$ cat config.mk
export PLATFORM = sky130hd
export DESIGN_NAME = osc_slot_scheduler
export DESIGN_NICKNAME = d
export VERILOG_FILES = /design/src/rtl/osc_sched_pkg.sv /design/src/rtl/osc_slot_delay.sv /design/src/rtl/osc_slot_scheduler.sv
export SDC_FILE = /design/constraint.sdc
export NUM_CORES = 1
export LEC_CHECK = 0
export BUFFER_PORTS_ARGS = -buffer_cell sky130_fd_sc_hd__buf_4
export CAP_MARGIN = 20
export CORE_UTILIZATION = 60
export CTS_CLUSTER_DIAMETER = 150
export DETAILED_ROUTE_END_ITERATION = 8
export PLACE_DENSITY = 0.82
export SLEW_MARGIN = 40
export SYNTH_ARGS = -nofsm -noshare
export SYNTH_HDL_FRONTEND = slang
export SYNTH_SLANG_ARGS = --single-unit
$ cat constraint.sdc
create_clock -name OSC_CLK -period 5 [get_ports OSC_CLK]
set_clock_uncertainty 0.05 [all_clocks]
set_input_delay 1 -clock OSC_CLK [delete_from_list [all_inputs] [get_ports OSC_CLK]]
set_output_delay 1 -clock OSC_CLK [all_outputs]
set_load 0.1 [all_outputs]
$ cat src/rtl/osc_sched_pkg.sv
// rtl/osc_sched_pkg.sv - shared types, default geometry and slot-index field helpers
package osc_sched_pkg;

    typedef enum logic [1:0] {
        IDLE = 2'd0,
        RUN  = 2'd1,
        DONE = 2'd2
    } sched_state_e;

    localparam int DEF_VOICES   = 8;
    localparam int DEF_V_OSC    = 4;
    localparam int DEF_V_WIDTH  = 3;
    localparam int DEF_O_WIDTH  = 2;
    localparam int DEF_E_WIDTH  = 3;
    localparam int DEF_PIPE_LAT = 8;

    localparam int SLOTS  = DEF_VOICES * DEF_V_OSC * 2;
    localparam int SLOT_W = DEF_V_WIDTH + DEF_E_WIDTH;

    // Helpers assume the default geometry; the top slices with its own parameters.
    function automatic logic [DEF_V_WIDTH-1:0] slot_vx(input logic [SLOT_W-1:0] x);
        return x[SLOT_W-1:DEF_E_WIDTH];
    endfunction

    function automatic logic [DEF_O_WIDTH-1:0] slot_ox(input logic [SLOT_W-1:0] x);
        return x[DEF_O_WIDTH:1];
    endfunction

    function automatic logic slot_phase(input logic [SLOT_W-1:0] x);
        return x[0];
    endfunction

    function automatic logic slot_is_last(input logic [SLOT_W-1:0] x);
        return x == SLOT_W'(SLOTS - 1);
    endfunction

endpackage

$ cat src/rtl/osc_slot_delay.sv
// rtl/osc_slot_delay.sv - fixed-depth shift register aligning slot info with the sine output
module osc_slot_delay #(
    parameter int WIDTH = 6,
    parameter int DEPTH = 8
) (
    input  logic             OSC_CLK,
    input  logic             iRST,
    input  logic [WIDTH-1:0] din,
    output logic [WIDTH-1:0] dout
);

    logic [WIDTH-1:0] stage [DEPTH];

    always_ff @(posedge OSC_CLK or posedge iRST) begin
        if (iRST) begin
            for (int i = 0; i < DEPTH; i++) stage[i] <= '0;
        end else begin
            stage[0] <= din;
            for (int i = 1; i < DEPTH; i++) stage[i] <= stage[i-1];
        end
    end

    assign dout = stage[DEPTH-1];

endmodule

$ cat src/rtl/osc_slot_scheduler.sv
// rtl/osc_slot_scheduler.sv - per-frame slot walker with note-on accumulator clears and overrun flag
module osc_slot_scheduler
    import osc_sched_pkg::*;
#(
    parameter int VOICES   = DEF_VOICES,
    parameter int V_OSC    = DEF_V_OSC,
    parameter int V_WIDTH  = DEF_V_WIDTH,
    parameter int O_WIDTH  = DEF_O_WIDTH,
    parameter int E_WIDTH  = DEF_E_WIDTH,
    parameter int PIPE_LAT = DEF_PIPE_LAT
) (
    input  logic                       OSC_CLK,
    input  logic                       iRST,
    input  logic                       frame_start,
    input  logic                       key_on,
    input  logic [V_WIDTH-1:0]         key_on_voice,
    input  logic                       clr_overrun,
    output logic [V_WIDTH+E_WIDTH-1:0] xxxx,
    output logic                       slot_active,
    output logic [VOICES-1:0]          osc_accum_zero,
    output logic                       frame_done,
    output logic                       busy,
    output logic                       out_valid,
    output logic [V_WIDTH-1:0]         out_vx,
    output logic [O_WIDTH-1:0]         out_ox,
    output logic                       overrun
);

    localparam int SW = V_WIDTH + E_WIDTH;
    localparam logic [SW-1:0] LAST = SW'(VOICES * V_OSC * 2 - 1);

    sched_state_e      state, state_n;
    logic [SW-1:0]     cnt, cnt_n;
    logic [VOICES-1:0] pending, pending_n, set_mask, clr_mask, zero_q, zero_n;
    logic [V_WIDTH-1:0] vx, vx_n;
    logic              capture;

    always_comb begin
        state_n = state;
        cnt_n   = cnt;
        case (state)
            IDLE: if (frame_start) begin
                state_n = RUN;
                cnt_n   = '0;
            end
            RUN: if (cnt == LAST) begin
                state_n = DONE;
                cnt_n   = '0;
            end else begin
                cnt_n = cnt + SW'(1);
            end
            DONE: begin
                state_n = IDLE;
                cnt_n   = '0;
            end
            default: begin
                state_n = IDLE;
                cnt_n   = '0;
            end
        endcase
    end

    // Capture clears the serviced voice; a same-cycle key_on re-arms it for next frame.
    always_comb begin
        vx        = cnt[SW-1:E_WIDTH];
        vx_n      = cnt_n[SW-1:E_WIDTH];
        capture   = (state == RUN) && (cnt[E_WIDTH-1:0] == '0);
        set_mask  = key_on ? (VOICES'(1) << key_on_voice) : '0;
        clr_mask  = (capture && pending[vx]) ? (VOICES'(1) << vx) : '0;
        pending_n = (pending & ~clr_mask) | set_mask;
        zero_n    = '0;
        if (state_n == RUN) begin
            if (cnt_n[E_WIDTH-1:0] == '0)
                zero_n = pending_n[vx_n] ? (VOICES'(1) << vx_n) : '0;
            else
                zero_n = zero_q;
        end
    end

    always_ff @(posedge OSC_CLK or posedge iRST) begin
        if (iRST) begin
            state   <= IDLE;
            cnt     <= '0;
            pending <= '0;
            zero_q  <= '0;
            overrun <= 1'b0;
        end else begin
            state   <= state_n;
            cnt     <= cnt_n;
            pending <= pending_n;
            zero_q  <= zero_n;
            if (frame_start && (state != IDLE))
                overrun <= 1'b1;
            else if (clr_overrun)
                overrun <= 1'b0;
        end
    end

    assign xxxx           = cnt;
    assign slot_active    = (state == RUN);
    assign frame_done     = (state == DONE);
    assign busy           = (state != IDLE);
    assign osc_accum_zero = zero_q;

    osc_slot_delay #(
        .WIDTH(1 + V_WIDTH + O_WIDTH),
        .DEPTH(PIPE_LAT)
    ) u_delay (
        .OSC_CLK(OSC_CLK),
        .iRST   (iRST),
        .din    ({slot_active, cnt[SW-1:E_WIDTH], cnt[O_WIDTH:1]}),
        .dout   ({out_valid, out_vx, out_ox})
    );

endmodule

==> reports/summary.json <==
{
  "clock_tree": {
    "clock_tree.root_cell": "clkbuf_8",
    "ctsHtreeMaxLevel": 3,
    "holdBufCountCts": 0,
    "cts_post_setup_buffers_inserted": 0,
    "longest_clk_path_bufs": 2,
    "cts-resized-gates": 0,
    "clock_sink_count": 73,
    "cts_inserted_buffers": 9,
    "worstSkewPairLatency_ns": 0.34,
    "cts_tree": "yes",
    "clk_pin_slew_worst_paths_ns": 0.07
  },
  "setup_path": {
    "crit_path_max_fanout": 16,
    "timing.critical_path.required_ns": 3.95,
    "cpMaxStageDelayCell": "dfrtp_1",
    "critPathLaunch": "state[0]$_DFF_PP0_",
    "crit_type": "reg -> out",
    "reg2reg_setup_slack_ns": 2.77,
    "worstPathCellList": "nor2b_1, buf_4",
    "timing.critical_path.to_type": "primary output",
    "critPathArrivalTime_ns": 1.62,
    "timing.critical_path.from_type": "flop",
    "crit_path_max_incr_delay_ns": 0.63,
    "crit-reg2reg-launch": "xxxx[0]$_DFF_PP0_"
  },
  "sta": {
    "timing_worst_slew_pin_value_ns": 0.6504,
    "timing.final.ws_setup_ns": 2.333,
    "final_hold_vios": 0,
    "fin_crit_sh_pct": 53.34,
    "timing.max_slew.rel_slack_pct": 56.24,
    "setup_violations": 0,
    "grt_setup_unrepaired": "no",
    "post-route-min-period_ns": 2.667,
    "timing_max_transition_violations_final": 0,
    "achievable-frequency_mhz": 375.0,
    "totalNegativeSetupSlack_ns": 0
  },
  "synth": {
    "ys_async_sr_fraction_pct": 100.0,
    "syn_nets": 192,
    "ys_seq_elements": 73,
    "synthesis.instances": 182,
    "synth_edf_count": 0,
    "synth-main-ff-cell": "dfrtp_1",
    "share_of_synthesized_area_occupied_by_flip_flops_and_latches_pct": 71.78,
    "synth.yosys.warnings": 0,
    "postSynthAreaPerCell_um2": 13.98,
    "syn-cell-area_um2": 2545,
    "synthDistinctLibCells": 43
  },
  "floorplan": {
    "dieArea_um2": 4506,
    "core_um2": 4029,
    "die_height_um": 67.13,
    "row_count": 23,
    "start_util_pct": 63.17,
    "ioPinCount": 32,
    "die_width_um": 67.13
  },
  "grt": {
    "grt_most_used_layer": "met2",
    "groute.usage.overall_pct": 25.23,
    "grt_overflow_total": 0,
    "grt_pass1_vias": 1594,
    "gr-usage-met3_pct": 8.390,
    "use_met2_pct": 38.63,
    "initial_antenna_violation_count": 0,
    "grt_max_degree": 48,
    "grt_pass1_wl_um": 7769,
    "grt.met1_usage_pct": 31.84
  },
  "finish": {
    "finalInstanceArea_um2": 2963,
    "layout.cells.most_common": "dfrtp_1",
    "layout.cells.most_common_list": "dfrtp_1, buf_4, nor2_1, clkbuf_8, o21ai_0",
    "area_growth_syn_to_layout_pct": 16.42,
    "post_route_cells_drive_above_1_share_pct": 26.39,
    "finalNetCount": 222,
    "fillerInstances": 264,
    "antenna_cells_inserted": 0
  },
  "place": {
    "gp_congestion": 0.8395,
    "hpwlAfterDp_um": 3031,
    "post_dp_cell_area_um2": 2768,
    "port_buffers": 31,
    "dpl_worst_slack_ns": 2.553
  },
  "run_status": {
    "outcome": "completed"
  },
  "routing": {
    "dr_total_vias": 1511,
    "drcViolationCount": 0,
    "drt-wirelength-per-cell_um": 17.32,
    "drt_antenna_net_count": 0,
    "wl_um": 4608,
    "drt_first_iter_violations": 93,
    "firstDrtPassIters": 4,
    "via_per_inst": 5.680
  },
  "min_path": {
    "min_path_type": "reg -> reg",
    "worstHoldStart": "u_delay.stage[16]$_DFF_PP0_"
  },
  "run": {
    "max-cap-violations": 0
  }
}
cell type report:
type / count / area, um^2 / area share [%]
repair buffers: 32 / 240.2 / 8.108
flip-flops and latches: 73 / 1827 / 61.66
multi-input cells: 90 / 615.6 / 20.78
well taps: 50 / 62.56 / 2.111
clock inverters: 3 / 40.04 / 1.351
clock buffers: 12 / 155.1 / 5.236
inverters: 6 / 22.52 / 0.7601
metrics by stage:
stage / std cells / hold slack (ns) / util, %
global route: 266 / 0.3030 / 73.54
global placement: 251 / 0.2817 / 68.70
finish: 266 / 0.2992 / 73.54
floorplan: 182 / 0.2812 / -
detailed placement: 251 / 0.2847 / 68.70
CTS: 266 / 0.2981 / 73.54
flip-flops by register name (all words and copies together) (netlist names):
register	count
state	2
u_delay.stage	42
u_delay.dout	6
pending	8
overrun	1
osc_accum_zero	8
xxxx	6
critical path, delay by kind of cell (launching register included):
kind | cells | cell delay [ns]
buffers and inverters | 1 | 0.34
flip-flops | 1 | 0.63
AND/OR/NAND/NOR | 1 | 0.30
worst paths after layout:
path	end	cells past startpoint
hold / removal	u_delay.stage[10]$_DFF_PP0_	0
max in group asynchronous	u_delay.stage[36]$_DFF_PP0_	3
min in group asynchronous	u_delay.dout[3]$_DFF_PP0_	2
hold reg to reg	u_delay.stage[10]$_DFF_PP0_	0
setup / recovery	slot_active	2
setup reg to reg	osc_accum_zero[7]$_DFFE_PP0P_	6
synth_stat cells, types with 2 or more instances:
master / number / area share [%]
o22ai_1: 2 / 0.49
a32o_1: 6 / 2.4
nor3_1: 2 / 0.39
inv_1: 6 / 0.88
a21oi_1: 3 / 0.59
nor3b_1: 3 / 0.88
dfrtp_1: 73 / 72
clkbuf_1: 2 / 0.30
nand3_1: 6 / 1.2
ha_1: 2 / 0.98
and2_1: 2 / 0.49
nand2_1: 6 / 0.88
o21ai_0: 10 / 2.0
a22o_1: 2 / 0.69
buf_4: 7 / 2.1
o41ai_1: 3 / 1.0
nor2b_1: 2 / 0.49
nand2b_1: 3 / 0.74
buf_2: 4 / 0.79
nor2_1: 12 / 1.8
o31ai_1: 4 / 1.2
logic make-up (layout without fill, tap and decap cells):
family / count (synthesis) / in the layout / synth area share (%)
AND/OR/NAND/NOR: 46 / 46 / 9.932
AO/OA/AOI/OAI: 41 / 41 / 12.93
buffers and inverters: 19 / 53 / 4.032
flip-flops: 73 / 73 / 71.78
adder cells (fa/ha/maj): 2 / 2 / 0.9831
XOR/XNOR: 1 / 1 / 0.3442
metal layers:
layer,vias to the layer above,wire length (um)
li1,691,-
met1,765,2004
met2,44,2256
met3,11,242
met4,0,105
met5,-,0
Power is left out: the tool's default activity adds up to more than one toggle a clock period on the data nets, which glitch-free logic cannot reach.
